$ cat config.mk
export PLATFORM = sky130hd
export DESIGN_NAME = uart_tx_fifo
export DESIGN_NICKNAME = d
export VERILOG_FILES = /design/src/rtl/uart_tx_fifo.sv
export SDC_FILE = /design/constraint.sdc
export NUM_CORES = 1
export LEC_CHECK = 0
export ABC_AREA = 1
export BUFFER_PORTS_ARGS = -buffer_cell sky130_fd_sc_hd__buf_2
export CORE_ASPECT_RATIO = 1.2
export CORE_MARGIN = 2
export CORE_UTILIZATION = 54
export DETAILED_ROUTE_END_ITERATION = 12
export PLACE_DENSITY = 0.81
export SLEW_MARGIN = 20
export SYNTH_ARGS = -nofsm -noshare
export SYNTH_HDL_FRONTEND = slang
export SYNTH_SLANG_ARGS = --single-unit
export TNS_END_PERCENT = 20
$ cat constraint.sdc
create_clock -name sys_clk_i -period 5 [get_ports sys_clk_i]
set_clock_uncertainty 0.15 [all_clocks]
set_input_delay 1 -clock sys_clk_i [delete_from_list [all_inputs] [get_ports sys_clk_i]]
set_output_delay 1 -clock sys_clk_i [all_outputs]
set_load 0.03 [all_outputs]
$ cat src/rtl/uart_tx_fifo.sv
// uart_tx_fifo: buffered UART transmitter with fractional baud generator.
// Words enter a FIFO over a valid/ready handshake and are serialised LSB
// first as start, DATA_BITS data bits, optional parity and STOP_BITS stop bits.
// Ports:
//   sys_clk_i    - system clock, rising edge
//   sys_rst_i    - synchronous active-high reset
//   tx_valid_i   - producer has a word on tx_data_i
//   tx_data_i    - word to send, LSB first
//   tx_ready_o   - FIFO not full; word taken when valid & ready
//   uart_tx      - serial line, idle high
//   uart_busy_o  - frame in progress or FIFO non-empty
//   fifo_level_o - words held in FIFO (excludes the word in the shifter)
module uart_tx_fifo #(
  parameter int unsigned CLK_HZ     = 100000000,
  parameter int unsigned BAUD       = 115200,
  parameter int unsigned DATA_BITS  = 8,
  parameter int unsigned PARITY     = 0,
  parameter int unsigned STOP_BITS  = 1,
  parameter int unsigned FIFO_DEPTH = 16
) (
  input  logic                          sys_clk_i,
  input  logic                          sys_rst_i,
  input  logic                          tx_valid_i,
  input  logic [DATA_BITS-1:0]          tx_data_i,
  output logic                          tx_ready_o,
  output logic                          uart_tx,
  output logic                          uart_busy_o,
  output logic [$clog2(FIFO_DEPTH):0]   fifo_level_o
);

  localparam int unsigned AW = $clog2(FIFO_DEPTH);
  localparam int unsigned LW = AW + 1;
  localparam int unsigned IW = 3;
  localparam logic [32:0] BAUD_INC = 33'(BAUD);
  localparam logic [32:0] CLK_LIM  = 33'(CLK_HZ);
  localparam bit          PAR_EN   = (PARITY != 0);

  typedef enum logic [2:0] {
    S_IDLE   = 3'd0,
    S_START  = 3'd1,
    S_DATA   = 3'd2,
    S_PARITY = 3'd3,
    S_STOP   = 3'd4
  } state_e;

  state_e                state_q, state_d;
  logic [31:0]           acc_q, acc_d;
  logic [DATA_BITS-1:0]  word_q, word_d;
  logic [IW-1:0]         idx_q, idx_d;
  logic                  stop_idx_q, stop_idx_d;
  logic                  uart_tx_q, uart_tx_d;
  logic                  busy_q, busy_d;
  logic [LW-1:0]         level_q, level_d;
  logic [AW-1:0]         wr_ptr_q, wr_ptr_d;
  logic [AW-1:0]         rd_ptr_q, rd_ptr_d;
  logic [DATA_BITS-1:0]  mem_q [FIFO_DEPTH];
  logic [DATA_BITS-1:0]  mem_d [FIFO_DEPTH];

  logic [32:0]           acc_sum_c;
  logic                  tick_c;
  logic                  push_c;
  logic                  pop_c;
  logic                  empty_c;
  logic                  par_c;
  logic [IW-1:0]         idx_nxt_c;

  // Ready depends only on the registered level, so a pop cannot free a slot for a same-cycle push.
  assign tx_ready_o   = (level_q != LW'(FIFO_DEPTH));
  assign uart_tx      = uart_tx_q;
  assign uart_busy_o  = busy_q;
  assign fifo_level_o = level_q;

  assign acc_sum_c = {1'b0, acc_q} + BAUD_INC;
  assign tick_c    = (acc_sum_c >= CLK_LIM);
  assign push_c    = tx_valid_i && tx_ready_o;
  assign empty_c   = (level_q == '0);
  assign par_c     = (PARITY == 1) ? ~^word_q : ^word_q;
  assign idx_nxt_c = idx_q + IW'(1);

  // Next-state, baud accumulator, shifter and FIFO bookkeeping.
  always_comb begin
    state_d    = state_q;
    acc_d      = tick_c ? 32'(acc_sum_c - CLK_LIM) : 32'(acc_sum_c);
    word_d     = word_q;
    idx_d      = idx_q;
    stop_idx_d = stop_idx_q;
    uart_tx_d  = uart_tx_q;
    wr_ptr_d   = wr_ptr_q;
    rd_ptr_d   = rd_ptr_q;
    mem_d      = mem_q;
    pop_c      = 1'b0;

    unique case (state_q)
      S_IDLE: begin
        uart_tx_d = 1'b1;
        if (!empty_c) pop_c = 1'b1;
      end
      S_START: begin
        if (tick_c) begin
          state_d   = S_DATA;
          idx_d     = '0;
          uart_tx_d = word_q[0];
        end
      end
      S_DATA: begin
        if (tick_c) begin
          if (idx_q == IW'(DATA_BITS - 1)) begin
            if (PAR_EN) begin
              state_d   = S_PARITY;
              uart_tx_d = par_c;
            end else begin
              state_d    = S_STOP;
              stop_idx_d = 1'b0;
              uart_tx_d  = 1'b1;
            end
          end else begin
            idx_d     = idx_nxt_c;
            uart_tx_d = word_q[idx_nxt_c];
          end
        end
      end
      S_PARITY: begin
        if (tick_c) begin
          state_d    = S_STOP;
          stop_idx_d = 1'b0;
          uart_tx_d  = 1'b1;
        end
      end
      S_STOP: begin
        if (tick_c) begin
          if (stop_idx_q == 1'(STOP_BITS - 1)) begin
            if (!empty_c) pop_c = 1'b1;
            else          state_d = S_IDLE;
          end else begin
            stop_idx_d = stop_idx_q + 1'b1;
          end
        end
      end
      default: begin
        state_d   = S_IDLE;
        uart_tx_d = 1'b1;
      end
    endcase

    // Frame start: latch word, phase-align the baud generator, drive start bit.
    if (pop_c) begin
      word_d    = mem_q[rd_ptr_q];
      rd_ptr_d  = rd_ptr_q + AW'(1);
      acc_d     = '0;
      state_d   = S_START;
      uart_tx_d = 1'b0;
    end

    if (push_c) begin
      mem_d[wr_ptr_q] = tx_data_i;
      wr_ptr_d        = wr_ptr_q + AW'(1);
    end

    level_d = level_q + LW'(push_c) - LW'(pop_c);
    busy_d  = (state_d != S_IDLE) || (level_d != '0);
  end

  // Control and line registers.
  always_ff @(posedge sys_clk_i) begin
    if (sys_rst_i) begin
      state_q    <= S_IDLE;
      acc_q      <= '0;
      word_q     <= '0;
      idx_q      <= '0;
      stop_idx_q <= 1'b0;
      uart_tx_q  <= 1'b1;
      busy_q     <= 1'b0;
      level_q    <= '0;
      wr_ptr_q   <= '0;
      rd_ptr_q   <= '0;
    end else begin
      state_q    <= state_d;
      acc_q      <= acc_d;
      word_q     <= word_d;
      idx_q      <= idx_d;
      stop_idx_q <= stop_idx_d;
      uart_tx_q  <= uart_tx_d;
      busy_q     <= busy_d;
      level_q    <= level_d;
      wr_ptr_q   <= wr_ptr_d;
      rd_ptr_q   <= rd_ptr_d;
    end
  end

  // FIFO storage needs no reset; occupancy is tracked by level and pointers.
  always_ff @(posedge sys_clk_i) begin
    mem_q <= mem_d;
  end

endmodule
### After elaboration in Yosys (flattened, before gate mapping)

Index checks and enable logic that the tools add are counted.

| operators by class | value |
|---|---|
| $add $sub $neg | 8 |
| magnitude comparators | 5 |
| equal/unequal tests | 16 |
| muxes and demuxes | 38 |
| bitwise logic cells | 2 |
| reductions and logical operators | 13 |

Operators by type and width:

| kind | number |
|---|---|
| $bwmux W128 | 1 |
| $add A32 B17 Y33 const B | 1 |
| $ge A33 B27 Y1 const B | 1 |
| $mux W3 | 11 |
| $bmux W8 S4 | 1 |
| $demux W8 S4 | 1 |
| $mux W32 | 1 |
| $sub A32 B27 Y32 const B | 1 |
| $mux W8 | 3 |
| $pmux W3 S5 | 1 |
| $mux W1 | 14 |
| $ne A2 B2 Y1 const B | 7 |
| $ge A5 B5 Y1 const B | 2 |
| $not A4 Y5 | 2 |
| $ne A3 B3 Y1 const B | 3 |
| $add A4 B1 Y4 const B | 2 |
| $reduce_and A4 Y1 | 2 |
| $eq A3 B2 Y1 const B | 2 |
| $eq A3 B3 Y1 const B | 2 |
| $pmux W3 S2 | 1 |
| $reduce_bool A3 Y1 | 2 |
| $add A5 B1 Y5 | 1 |
| $logic_not A5 Y1 | 1 |
| $lt A5 B1 Y1 const B | 1 |
| other kinds (17) | 18 |

| word-level totals | value |
|---|---|
| bits in registers | 190 |
| input bits | 11 |
| output and inout bits | 8 |

### Logic depth before layout (Yosys ltp)

| logic depth | value |
|---|---|
| depth after elaboration | 8 |
| gate-level depth with buffers | 30 |
| gate-level depth less buffers | 30 |

### Worst setup path after synthesis

Ideal clock, no wire load.

| timing | value |
|---|---|
| path type | register to register |
| start point | register acc_q[9] |
| end point | register busy_q, in the netlist uart_busy_o |
| setup time | 0.122 ns |
| arrival time | 3.488 ns |
| required time | 4.728 ns |
| slack | 1.241 ns |
| cell stages (with the launch flop) | 28 |
| path buffers | 0 |
| path through | dfxtp_1 -> ha_1 -> nand2_2 -> nor2_1 -> nor2_1 -> nor2_1 -> nand3_1 -> nand2_1 -> inv_1 -> nor2_4 -> nand2_4 -> nor2_8 -> nand4_2 -> nand2_4 -> inv_2 -> nand2_1 -> nand2_1 -> ha_1 -> fa_1 -> a21oi_1 -> nor2_1 -> nor2_1 -> xor2_1 -> nand2_1 -> nor2_1 -> nand3_1 -> nand2_1 -> nand3_1 |

| between the ends | value |
|---|---|
| cells in the longest elaborated chain, start to end | 7 |
| elaborated cells between the ends (all ways) | 14 |
| those cells by class | add/sub: 2; order compare: 1; mux: 8; reduce/logical: 3 |

Ends and longest elaborated chain:

| what | RTL line | source |
|---|---|---|
| start: declaration | 47 | `logic [31:0] acc_q, acc_d;` |
| start signal: assignment | 167 | `acc_q <= '0;` |
| start signal: assignment | 178 | `acc_q <= acc_d;` |
| $add A32 B17 Y33 (*) | 73 | `assign acc_sum_c = {1'b0, acc_q} + BAUD_INC;` |
| $ge A33 B27 Y1 (*) | 74 | `assign tick_c = (acc_sum_c >= CLK_LIM);` |
| $mux W1 (tied with other cells) | 130 | `if (tick_c) begin` |
| $pmux W1 S2 or $pmux W3 S5 (tied branches) | 93 | `unique case (state_q)` |
| $sub A5 B1 Y5 or $mux W3 (tied branches) | 159, 146 |  |
| $reduce_bool A5 Y1 or $reduce_bool A3 Y1 (tied branches) | 160 | `busy_d = (state_d != S_IDLE) \|\| (level_d != '0);` |
| $logic_or A1 B1 Y1 (*) | 160 |  |
| end signal: assignment | 183 | `busy_q <= busy_d;` |
| end: declaration | 52 | `logic busy_q, busy_d;` |

Every way passes the cells marked *; elsewhere a longest branch is shown, timed or not.
A chain may end at the register's enable or synchronous reset.

### Worst setup path after layout

Ends and elaborated chain as after synthesis.

==> results.toml <==
[drt]
drt_wl_total_um = 19500
ant_nets = 0
drt_first_iter_violations = 563
via_per_inst = 5.57
vias = 6542
wl_per_cell_um = 16.6
drcViolationCount = 0
dr.pass1.iters = 5

[critical_path]
path_max_fanout = 23
endpoint_kind = "flip-flop"
reg2regPathDepth = 27
criticalPathCategory = "flip-flop to flip-flop"
cp.arrival_ps = 4570
critPathLaunchType = "flip-flop"
required_ps = 5180

[final_layout]
fill_cells = 1273
seqCellArea_um2 = 4910
antennaDiodeCount = 0
drive_gt1_share_pct = 10.8
fin_nets = 982
fin_util_pct = 60.4
area_delta_synth_final_pct = 8.81
multi_input_area_um2 = 3290

[synthesis]
ys_warn_count = 0
synth_seq_cells = 181
synth_edf_count = 128
netlist_area_um2 = 8720
seq_area_frac_synth_pct = 56.2
synthesis.nets = 975
netlist-cell-type-count = 44
synth_top_area_share_pct = 44.1
syn_avg_cell_area_um2 = 9.21
syn-instance-count = 947
yosysMostFrequentCell = "nand2_1"
synthFlopType = "edfxtp_1"
ys_top_cells_by_count = "nand2_1, edfxtp_1, nor2_1"
synth.area.top_cells = "edfxtp_1, dfxtp_1, nand2_1"
yosys.area.top_type = "edfxtp_1"
async_flop_share_pct = 0

[timing]
setup_viol = 0
fmax_mhz = 227
rsz0062_at_grt = "no"
hold_violations = 0
slew_violations = 0
tightest_slew_ps = 945
fin_crit_sh_pct = 88.0
setup_tns_ps = 0
slew-limit-headroom_pct = 36.7
finalCriticalPeriod_ps = 4400

[cts]
cts_buffer_depth = 2
path_clk_slew_ps = 70
cts_resized = 0
postCtsHoldBufs = 0
numCtsBuffers = 17
cts_sinks = 181
cts_tree = "built"
cts-root-buf = "clkbuf_16"
htree_levels = 4
worstSkewPairLatency_ps = 440
post-cts-setup-buffers = 0

[power_and_ir_drop]
clkPwrFrac_pct = 29.0
p_per_area_nw_per_um2 = 478
comb_power_share_pct = 30.0
p_leak_nw = 3.58
pwr-share-seq_pct = 40.9
p_sw_mw = 1.74
netSwitchingFraction_pct = 38.4
internal_power_mw = 2.80
ir_drop_uv = 332

[outcome]
status = "finished clean"

[floorplan]
die_x_um = 120
floorplan.initialDensity_pct = 55.5
core_area_um2 = 15700
num_rows = 50
ios = 19
dieArea_um2 = 17200
fp.dieH_um = 143

[global_route]
grt_max_degree = 50
grtUsageTotal_pct = 23.8
grt_pass1_vias = 6269
grt_antenna_before_repair = 0
grt_pass1_wl_um = 31300
grt_overflow_total = 0

[placement]
hpwl_um = 12800
gp_congestion = 0.888
io_buffer_count = 18

[worst_hold_path]
min_path_cells = 2
hp-class = "flip-flop to flip-flop"

[flow_run]
cap_violations = 0
cells in the final DEF, fill, tap and decap left out, drive strengths merged, types with 8 or more instances in the layout:
| master | netlist | routed |
|---|---|---|
| a21oi | 58 | 58 |
| buf | 11 | 22 |
| clkbuf | 23 | 18 |
| dfxtp | 53 | 53 |
| edfxtp | 128 | 128 |
| ha | 16 | 16 |
| inv | 87 | 97 |
| nand2 | 223 | 223 |
| nand3 | 60 | 60 |
| nand4 | 20 | 20 |
| nor2 | 131 | 131 |
| nor3 | 13 | 13 |
| o21ai | 71 | 71 |
| o221ai | 10 | 10 |
| o22ai | 8 | 8 |
power by group through the flow:
stage / Clock, mW / Combinational [mW] / Sequential [mW]
2_1_floorplan: 0 / 1.01 / 1.86
3_3_place_gp: 0 / 1.30 / 1.88
3_5_place_dp: 0 / 1.33 / 1.89
4_1_cts: 1.32 / 1.36 / 1.86
5_1_grt: 1.37 / 1.51 / 1.88
6_report: 1.32 / 1.36 / 1.86
state kept, by name, summed over array words and instances (netlist names):
| signal | flops |
|---|---|
| uart_tx | 1 |
| fifo_level_o | 5 |
| acc_q | 24 |
| state_q | 3 |
| word_q | 8 |
| rd_ptr_q | 4 |
| wr_ptr_q | 4 |
| mem_q | 128 |
| idx_q | 3 |
| uart_busy_o | 1 |
area by class of cell:
type,count,share of cell area (%)
Clock buffer,18,4.52
Inverter,89,3.52
Tap cell,208,2.74
Clock inverter,14,1.57
Multi-Input combinational cell,643,34.7
Sequential cell,181,51.7
Timing Repair Buffer,22,1.27
cell families after synthesis:
group	count (synthesis)	synth area share, %
adders and majority gates	17	2.52
and+or+nand+nor	459	24.3
xor gates and xnor gates	9	0.904
AOI/OAI and AO/OA	158	10.0
buffers and inverters	123	6.03
DFF	181	56.2
layer usage:
layer | up-vias | global-route usage, % | routed length (um)
li1 | 3232 | - | -
met3 | 43 | 3.79 | 1120
met1 | 3065 | 27.7 | 7520
met5 | - | 0 | 0
met4 | 0 | 11.3 | 618
met2 | 202 | 42.7 | 10200
path summary, 6_finish.rpt:
kind | to | from | slack [ps]
worst max-delay path | uart_busy_o | acc_q[9] | 600
worst min-delay path | word_q[6] | word_q[6] | 330
worst max register to register | uart_busy_o | acc_q[9] | 600
worst min register to register | word_q[6] | word_q[6] | 330
worst max-delay path, stage by stage, from the launching register on:
cell and delay [ps]:
dfxtp_1 470, ha_1 260, nand2_2 90, nor2_1 130, nor2_1 100, nor2_1 200, nand3_1 90, nand2_1 190
inv_1 100, nor2_4 100, nand2_4 80, nor2_8 100, nand4_2 130, nand2_4 230, inv_2 140, nand2_1 150
nand2_1 70, ha_1 210, fa_1 410, a21oi_1 150, nor2_1 50, nor2_1 110, xor2_1 200, nand2_1 70
nor2_1 80, nand3_1 80, nand2_1 70, nand3_1 80
through the flow:
stage	hold WS [ps]	setup slack (ps)	area, um2	instances	total power [mW]
after global routing	350	151	9490	1175	4.76
after floorplan	275	1240	8720	947	2.87
after detailed placement	306	636	8910	1143	3.22
final	333	601	9490	1175	4.54
after CTS	332	621	9490	1175	4.54
after global placement	304	744	8910	1143	3.19
Note: power is estimated with default switching activity, not from simulation.
